<file path="config.mk">
export PLATFORM = sky130hd
export DESIGN_NAME = seq_magnitude_comparator
export DESIGN_NICKNAME = d
export VERILOG_FILES = /design/src/rtl/seq_magnitude_comparator.sv
export SDC_FILE = /design/constraint.sdc
export NUM_CORES = 1
export LEC_CHECK = 0
export ABC_AREA = 1
export CORE_MARGIN = 2
export CORE_UTILIZATION = 48
export DETAILED_ROUTE_END_ITERATION = 10
export GPL_TIMING_DRIVEN = 0
export PLACE_DENSITY_LB_ADDON = 0.25
export SLEW_MARGIN = 15
export SYNTH_ARGS = -nofsm -noshare
export SYNTH_HDL_FRONTEND = slang
export SYNTH_SLANG_ARGS = --single-unit
</file>
<file path="constraint.sdc">
create_clock -name clk -period 2.65 [get_ports clk]
set_input_delay 0.265 -clock clk [delete_from_list [all_inputs] [get_ports clk]]
set_output_delay 0.265 -clock clk [all_outputs]
set_load 0.1 [all_outputs]
</file>
<file path="src/rtl/seq_magnitude_comparator.sv">
// seq_magnitude_comparator
// Multi-cycle magnitude comparator. Compares two WIDTH-bit operands DIGIT bits
// per clock, starting at the most significant digit. Signed compares are turned
// into unsigned ones by flipping the sign bit of both operands at capture.
// Results (gt/eq/lt) are registered and one-hot from the done cycle onward.
//
// Timing: the top digit is compared on the accepting edge itself, straight from
// the (sign-adjusted) a/b inputs. Each following SCAN edge compares one more
// digit, so an operation that examines N digits raises done in the N-th cycle
// after acceptance and keeps busy high for exactly those N cycles.

module seq_magnitude_comparator #(
    parameter int WIDTH      = 16,
    parameter int DIGIT      = 4,
    parameter int EARLY_EXIT = 1
) (
    input  logic             clk,
    input  logic             rst,
    input  logic             start,
    input  logic [WIDTH-1:0] a,
    input  logic [WIDTH-1:0] b,
    input  logic             signed_mode,
    output logic             busy,
    output logic             done,
    output logic             gt,
    output logic             eq,
    output logic             lt
);

    localparam int NDIG  = WIDTH / DIGIT;
    localparam int IDX_W = (NDIG > 1) ? $clog2(NDIG) : 1;
    // The top digit is consumed on the accepting edge, so SCAN starts one
    // digit further down.
    localparam int IDX_START = (NDIG > 1) ? NDIG - 2 : 0;

    // Parameter sanity: refuse to elaborate an inconsistent configuration.
    if (WIDTH < 2) begin : g_bad_width
        $error("seq_magnitude_comparator: WIDTH must be >= 2");
    end
    if (DIGIT < 1 || (WIDTH % DIGIT) != 0) begin : g_bad_digit
        $error("seq_magnitude_comparator: WIDTH must be a multiple of DIGIT");
    end

    typedef enum logic [1:0] {
        S_IDLE,
        S_SCAN,
        S_DONE
    } state_t;

    state_t state;
    state_t state_next;

    // Captured operands, kept left-aligned: the digit under test is always the
    // top DIGIT bits, and each SCAN edge shifts the next digit into place.
    logic [WIDTH-1:0] a_q;
    logic [WIDTH-1:0] b_q;
    logic [IDX_W-1:0] idx;

    // First differing digit seen so far (only one of the two can be set).
    logic diff_gt;
    logic diff_lt;

    logic [WIDTH-1:0] sign_flip;
    logic [WIDTH-1:0] adj_a;
    logic [WIDTH-1:0] adj_b;
    logic [DIGIT-1:0] dig_a;
    logic [DIGIT-1:0] dig_b;
    logic             dig_gt;
    logic             dig_lt;
    logic             res_gt;
    logic             res_lt;
    logic             last_digit;
    logic             finish;
    logic             accept;

    // Sign-bit inversion maps two's-complement order onto unsigned order.
    assign sign_flip = {signed_mode, {(WIDTH-1){1'b0}}};
    assign adj_a     = a ^ sign_flip;
    assign adj_b     = b ^ sign_flip;

    assign accept = (state == S_IDLE) && start;

    // Select the digit under test, compare it, and merge with any earlier difference.
    always_comb begin
        // NOTE: every signal written here gets a default first, so no path can
        // leave it unassigned and infer a latch.
        dig_a      = adj_a[WIDTH-1 -: DIGIT];
        dig_b      = adj_b[WIDTH-1 -: DIGIT];
        last_digit = (NDIG == 1);
        if (state == S_SCAN) begin
            dig_a      = a_q[WIDTH-1 -: DIGIT];
            dig_b      = b_q[WIDTH-1 -: DIGIT];
            last_digit = (idx == '0);
        end

        dig_gt = (dig_a > dig_b);
        dig_lt = (dig_a < dig_b);

        // An earlier difference always wins over the current digit.
        res_gt = dig_gt;
        res_lt = dig_lt;
        if ((state == S_SCAN) && (diff_gt || diff_lt)) begin
            res_gt = diff_gt;
            res_lt = diff_lt;
        end

        finish = last_digit || ((EARLY_EXIT != 0) && (dig_gt || dig_lt));
    end

    // State register.
    always_ff @(posedge clk) begin
        // NOTE: sequential state uses non-blocking assignments so every flop
        // samples the pre-edge values, independent of statement order.
        if (rst) begin
            state <= S_IDLE;
        end else begin
            state <= state_next;
        end
    end

    // Next-state logic: IDLE -> SCAN/DONE on accept, SCAN -> DONE when finished.
    always_comb begin
        state_next = state;
        case (state)
            S_IDLE: begin
                if (start) begin
                    state_next = finish ? S_DONE : S_SCAN;
                end
            end
            S_SCAN: begin
                if (finish) begin
                    state_next = S_DONE;
                end
            end
            S_DONE: begin
                state_next = S_IDLE;
            end
            default: begin
                state_next = S_IDLE;
            end
        endcase
    end

    // Datapath: operand capture, digit shifting, first-difference tracking, results.
    always_ff @(posedge clk) begin
        if (rst) begin
            a_q     <= '0;
            b_q     <= '0;
            idx     <= '0;
            diff_gt <= 1'b0;
            diff_lt <= 1'b0;
            gt      <= 1'b0;
            eq      <= 1'b0;
            lt      <= 1'b0;
        end else begin
            if (accept) begin
                a_q     <= adj_a << DIGIT;
                b_q     <= adj_b << DIGIT;
                idx     <= IDX_W'(IDX_START);
                diff_gt <= dig_gt;
                diff_lt <= dig_lt;
                gt      <= 1'b0;
                eq      <= 1'b0;
                lt      <= 1'b0;
            end else if (state == S_SCAN) begin
                a_q <= a_q << DIGIT;
                b_q <= b_q << DIGIT;
                if (idx != '0) begin
                    idx <= idx - IDX_W'(1);
                end
                // Only the first difference counts; lower digits cannot change it.
                if (!(diff_gt || diff_lt)) begin
                    diff_gt <= dig_gt;
                    diff_lt <= dig_lt;
                end
            end

            // Publish the one-hot result on the edge that enters DONE; this
            // overrides the clear done on a single-digit accept.
            if (finish && (accept || (state == S_SCAN))) begin
                gt <= res_gt;
                lt <= res_lt;
                eq <= ~(res_gt | res_lt);
            end
        end
    end

    assign busy = (state != S_IDLE);
    assign done = (state == S_DONE);

endmodule

</file>
==> metrics.md, run 1 <==
| Metric | Value |
|---|---|
| Crit. End Element | register |
| Setup violators final | 0 |
| Layout cells sized above 1 | 0.0871 |
| Final setup TNS | 0 ns |
| Hold_buf cts | 0 |
| Largest net degree at the start of global routing | 11 |
| Clock tree sinks | 33 |
| Fin Clk Skew | ~0.0053 ns |
| CTS tree | done |
| Chip height | 61.4 um |
| Area growth syn-to-layout | 31.6% |
| Final #Nets | between 300 and 400 |
| DR vias | 1521 |
| Synth area leader | dfxtp_1 |
| Die width | 61.4 um |
| Worst hold path type | primary input to register |
| CTS clock-pin slew for the worst setup and hold paths | ~0.1 ns |
| Row Count | 20 |
| Slew margin rel. | 0.350 |
| CP Max Fanout | 10 |
| # fillers | 304 |
| Iter 0 DRT Violations | slightly above 70 |
| Seq/Total Area, Yosys | 0.417 |
| Netlist Area Pre-Place | 1580 um^2 |
| Synthesized area per cell | 7.27 um^2 |
| Required time of the critical path | 2.91 ns |
| GPL Wtd Cong | 0.781 |
| Initial Util | 0.510 |
| Static Leak | between 0.0008 and 0.0009 uW |
| VDD IR max | 0.313 mV |
| Post-CTS Resized | 0 |
| Routed Antenna Nets | 0 |
| Die footprint | ~3800 um^2 |
| Vias per Instance | about 5 |
| Post-synth cell types | 27 |
| Top Ports | 41 |
| H-tree Lvls | 2 |
| Worst-Skew Late Latency | 0.33 ns |
| Most common cell after layout, fill and taps aside | nand2_1 |
| Synth Instances | 218 |
| Max-cap violations | 0 |
| Critical Path AT | approximately 2.6 ns |
| Tcrit/Tclk final | 0.890 |
| Min Tclk post-route | 2.36 ns |
| Synth top area share | 0.417 |
| Core ar. | 3100 um^2 |
| Pwr per Cell Area | 519 nW/um^2 |
| Root buf cell | clkbuf_4 |
| Vias in the first global route | about 1400 |
| Synth Register Bits | 33 |
| Most frequent cells in the layout | nand2_1, clkdlybuf4s50_1, dfxtp_1, a21oi_1, a31oi_1 |
| Fin. Hold Viols | 0 |
| Largest cells by area after synthesis | dfxtp_1, nand2_1, a31oi_1 |
| Total gr overflow | 0 |
| Final Max Slew Viols | 0 |
| CTS buffer count | 5 |
| RSZ-0062 raised after global routing | no |
| First-pass GRT wire length | 5.90 mm |
| Initial antenna violation count | 0 |
| Startpoint types | register |
| Fmax | 0.424 GHz |
| Routed length per instance | 11.9 um |
| Outcome | complete, no violations |
| Total GRT Usage | 0.214 |
| N_diodes | 0 |
| DR pass1 iterations | 4 |
| Dpl hpwl | 2.72 mm |
| WS Path Type | register to register |
| Drt total wl | around 3.7 mm |
| Drt drc | 0 |
| Post-layout util | 0.672 |
| Syn_nets | around 260 |
| Max Root-Sink Buffers | 2 |
| Warnings, synthesis | 0 |
| Port Buffers | 39 |
| Actual slew at the worst max-slew pin | 0.972 ns |
| Post-CTS Setup Bufs | 0 |
[area by class of cell]
| class | count | area (um^2) | share of cell area |
|---|---|---|---|
| Buffer | 11 | 70.1 | 0.0336 |
| Multi-Input combinational cell | 162 | 806 | 0.387 |
| Clock buffer | 7 | 55.1 | 0.0264 |
| Sequential cell | 33 | 661 | 0.317 |
| Tap cell | 44 | 55.1 | 0.0264 |
| Timing Repair Buffer | 39 | 390 | 0.187 |
| Inverter | 12 | 47.5 | 0.0228 |
[metrics by stage]
stage	hold slack, ns	cell area, um^2	setup WS (ns)	std cells	power (uW)
CTS	0.238	2080	0.301	308	1080
global route	0.249	2080	0.0650	308	1130
floorplan	0.413	1580	0.659	218	713
detailed placement	0.454	2030	0.325	301	806
finish	0.242	2080	0.291	308	1080
global placement	0.447	2030	0.368	301	801
[cell usage after synthesis]
cell,number
nand2_1,95
dfxtp_1,33
a21oi_1,17
a31oi_1,15
inv_1,8
nand3_1,7
o21ai_0,5
ha_1,4
nor2_1,4
buf_4,3
clkbuf_1,3
inv_2,3
mux2i_1,3
buf_2,2
buf_6,2
nand2_2,2
xnor2_1,2
a211oi_1,1
a21oi_2,1
buf_1,1
inv_4,1
nand3_4,1
nand3b_1,1
nand4_1,1
nor2_4,1
nor2_8,1
or2_1,1
[power breakdown]
group | internal [uW] | switching, uW
clock | 125 | 162
combinational | 106 | 143
sequential | 528 | 17.4
total | 760 | 322
[cell families after synthesis]
kind of cell	Yosys count	share of synthesized area
XOR/XNOR	2	0.0111
AO/OA/AOI/OAI	39	0.139
multiplexers	3	0.0190
adder cells (fa/ha/maj)	4	0.0316
AND/OR/NAND/NOR	114	0.308
buffers and inverters	23	0.0742
flip-flops	33	0.417
[path summary, 6_finish.rpt]
path / from / endpoint / slack (ns) / depth (start not counted)
worst max-delay path: state[0] / eq / 0.29 / 15
worst min-delay path: rst / a_q[8] / 0.24 / 2
worst max register to register: state[0] / eq / 0.29 / 15
worst min register to register: a_q[5] / a_q[5] / 0.47 / 2
[critical path, cell delays in order, from the launching register on]
cell and delay, ns:
dfxtp_1 0.35, inv_2 0.07, nor2_4 0.20, buf_6 0.18, buf_6 0.15, mux2i_1 0.25
ha_1 0.28, nand2_1 0.08, nand2_1 0.05, nand2_1 0.08, nand2_1 0.13, nand2_1 0.12
nand2_1 0.05, nand2_1 0.09, nand2_1 0.06, a21oi_1 0.14
[per-layer routing]
metal,vias to the layer above,GRT usage,share of wire
li1,803,-,-
met1,676,0.262,0.46
met2,35,0.371,0.47
met3,7,0.0651,0.058
met4,0,0.0456,0.012
met5,-,0,0
[registers in the layout, summed over array words and instances, names as in the netlist, 2 cells and up]
register / cells
idx: 2
b_q: 12
a_q: 12
state: 2
Note: power is estimated with default switching activity, not from simulation.
==> run 2: changes to the inputs <==
--- a/config.mk
+++ b/config.mk
@@ -6,8 +6,8 @@
 export NUM_CORES = 1
 export LEC_CHECK = 0
 export ABC_AREA = 1
-export CORE_MARGIN = 2
 export CORE_UTILIZATION = 48
+export CTS_CLUSTER_SIZE = 14
 export DETAILED_ROUTE_END_ITERATION = 10
 export GPL_TIMING_DRIVEN = 0
 export PLACE_DENSITY_LB_ADDON = 0.25
==> metrics.md, run 2 (synthesized netlist as in run 1, its figures left out) <==
| Metric | Value |
|---|---|
| Outcome | complete, no violations |
| H-tree Lvls | 2 |
| Layout cells sized above 1 | 0.0909 |
| Critical Path AT | 2.62 ns |
| Worst hold path type | primary input to register |
| Final setup TNS | 0 ns |
| Port Buffers | 39 |
| Pwr per Cell Area | 549 nW/um^2 |
| Die width | just under 60 um |
| Core ar. | 3100 um^2 |
| DR pass1 iterations | 4 |
| CTS buffer count | 5 |
| Total gr overflow | 0 |
| Initial antenna violation count | 0 |
| Drt total wl | 3.51 mm |
| Fin Clk Skew | approximately 0.013 ns |
| Hold WS | between 0.2 and 0.25 ns |
| Iter 0 DRT Violations | 65 |
| WS Path Type | register to register |
| Area growth syn-to-layout | 32.7% |
| Routed Antenna Nets | 0 |
| CP delay by family, top | simple AND/OR/NAND/NOR gates |
| Largest net degree at the start of global routing | 11 |
| N_diodes | 0 |
| Most frequent cells in the layout | nand2_1, clkdlybuf4s50_1, dfxtp_1, a21oi_1, a31oi_1 |
| Hold_buf cts | 0 |
| # fillers | around 300 |
| VDD IR max | around 0.33 mV |
| Max-cap violations | 0 |
| Actual slew at the worst max-slew pin | approximately 0.97 ns |
| Dpl hpwl | 2.60 mm |
| Die footprint | 3530 um^2 |
| Vias per Instance | 4.97 |
| Crit-path max cell delay | 0.35 ns |
| Final #Nets | between 300 and 400 |
| Chip height | 59.4 um |
| Tcrit/Tclk final | 0.892 |
| Startpoint types | register |
| Worst-Skew Late Latency | 0.34 ns |
| Clock tree sinks | 33 |
| Required time of the critical path | 2.91 ns |
| Setup violators final | 0 |
| Crit. End Element | register |
| Top Ports | 41 |
| CP Max Fanout | 10 |
| DR vias | 1531 |
| Root buf cell | clkbuf_4 |
| Fin. Hold Viols | 0 |
| Critical-path cell list | inv_2 -> nor2_4 -> buf_6 -> buf_6 -> mux2i_1 -> ha_1 -> nand2_1 -> nand2_1 -> nand2_1 -> nand2_1 -> nand2_1 -> nand2_1 -> nand2_1 -> nand2_1 -> a21oi_1 |
| Routed length per instance | between 10 and 15 um |
| Fmax | 0.423 GHz |
| Biggest regs | a_q x12, b_q x12 |
| RSZ-0062 raised after global routing | no |
| Drt drc | 0 |
| Post-CTS Resized | 0 |
| CTS clock-pin slew for the worst setup and hold paths | 0.09 ns |
| CP most frequent cell | nand2_1 |
| Post-CTS Setup Bufs | 0 |
| WP buf/inv | 3 |
| Total GRT Usage | 0.227 |
| CTS tree | done |
| Final Max Slew Viols | 0 |
| Slew margin rel. | 0.354 |
| Initial Util | 0.510 |
| CP max stage cell | dfxtp_1 |
| Min Tclk post-route | 2.36 ns |
| GPL Wtd Cong | 0.772 |
| Static Leak | between 0.0008 and 0.0009 uW |
| Vias in the first global route | 1377 |
| First-pass GRT wire length | around 6 mm |
| Row Count | 20 |
| Max Root-Sink Buffers | 2 |
| Most common cell after layout, fill and taps aside | nand2_1 |
==> run 2: cell types whose count changed in the layout (fill, tap and decap cells not counted), sizes merged <==
| cell | before | now |
|---|---|---|
| clkbuf | 10 | 8 |
| clkinv | 0 | 1 |
| bufinv | 0 | 1 |
==> run 2: metal layers <==
layer  track usage  part of all wire  routed length [um]  vias to the layer above
li1              -                 -                   -                      804
met2         0.374              0.47                1650                       42
met1         0.284              0.46                1610                      677
met4        0.0918             0.017                  60                        0
met5             0                 0                   0                        -
met3        0.0546             0.054                 191                        8
==> run 2: worst register-to-register path, stage by stage, from the launching register on <==
cell	delay, ns
dfxtp_1	0.35
inv_2	0.07
nor2_4	0.20
buf_6	0.18
buf_6	0.15
mux2i_1	0.23
ha_1	0.27
nand2_1	0.10
nand2_1	0.06
nand2_1	0.08
nand2_1	0.13
nand2_1	0.12
nand2_1	0.05
nand2_1	0.09
nand2_1	0.06
a21oi_1	0.14
==> run 2: where the power goes <==
group	leakage, uW	switching, uW	internal [uW]	total [uW]
combinational	0.000525	142	106	248
sequential	0.000271	17.4	528	546
clock	0.0000410	168	192	360
==> run 2: cell type report <==
class / count / area, um^2 / share of cell area
buffer: 11 / 70.1 / 0.0333
clock buffer: 5 / 37.5 / 0.0179
clock inverter: 2 / 35.0 / 0.0167
inverter: 12 / 47.5 / 0.0226
multi-input combinational: 162 / 806 / 0.383
sequential: 33 / 661 / 0.314
tap: 44 / 55.1 / 0.0262
timing repair buffer: 39 / 390 / 0.186
==> run 2: final timing paths <==
check,from,end,slack (ns),cells after the start
setup / recovery,state[0],eq,0.29,15
hold / removal,rst,a_q[8],0.24,2
setup reg to reg,state[0],eq,0.29,15
hold reg to reg,a_q[6],a_q[6],0.47,2
==> run 2: stage by stage <==
stage                     setup WS (ns)  total power, uW   util  instance area (um^2)  instances
after floorplan                   0.659              713      -                  1580        218
final                             0.287             1150  0.677                  2100        308
after global placement            0.390              801  0.654                  2030        301
after global routing             0.0749             1220  0.677                  2100        308
after CTS                         0.292             1160  0.677                  2100        308
after detailed placement          0.377              805  0.654                  2030        301
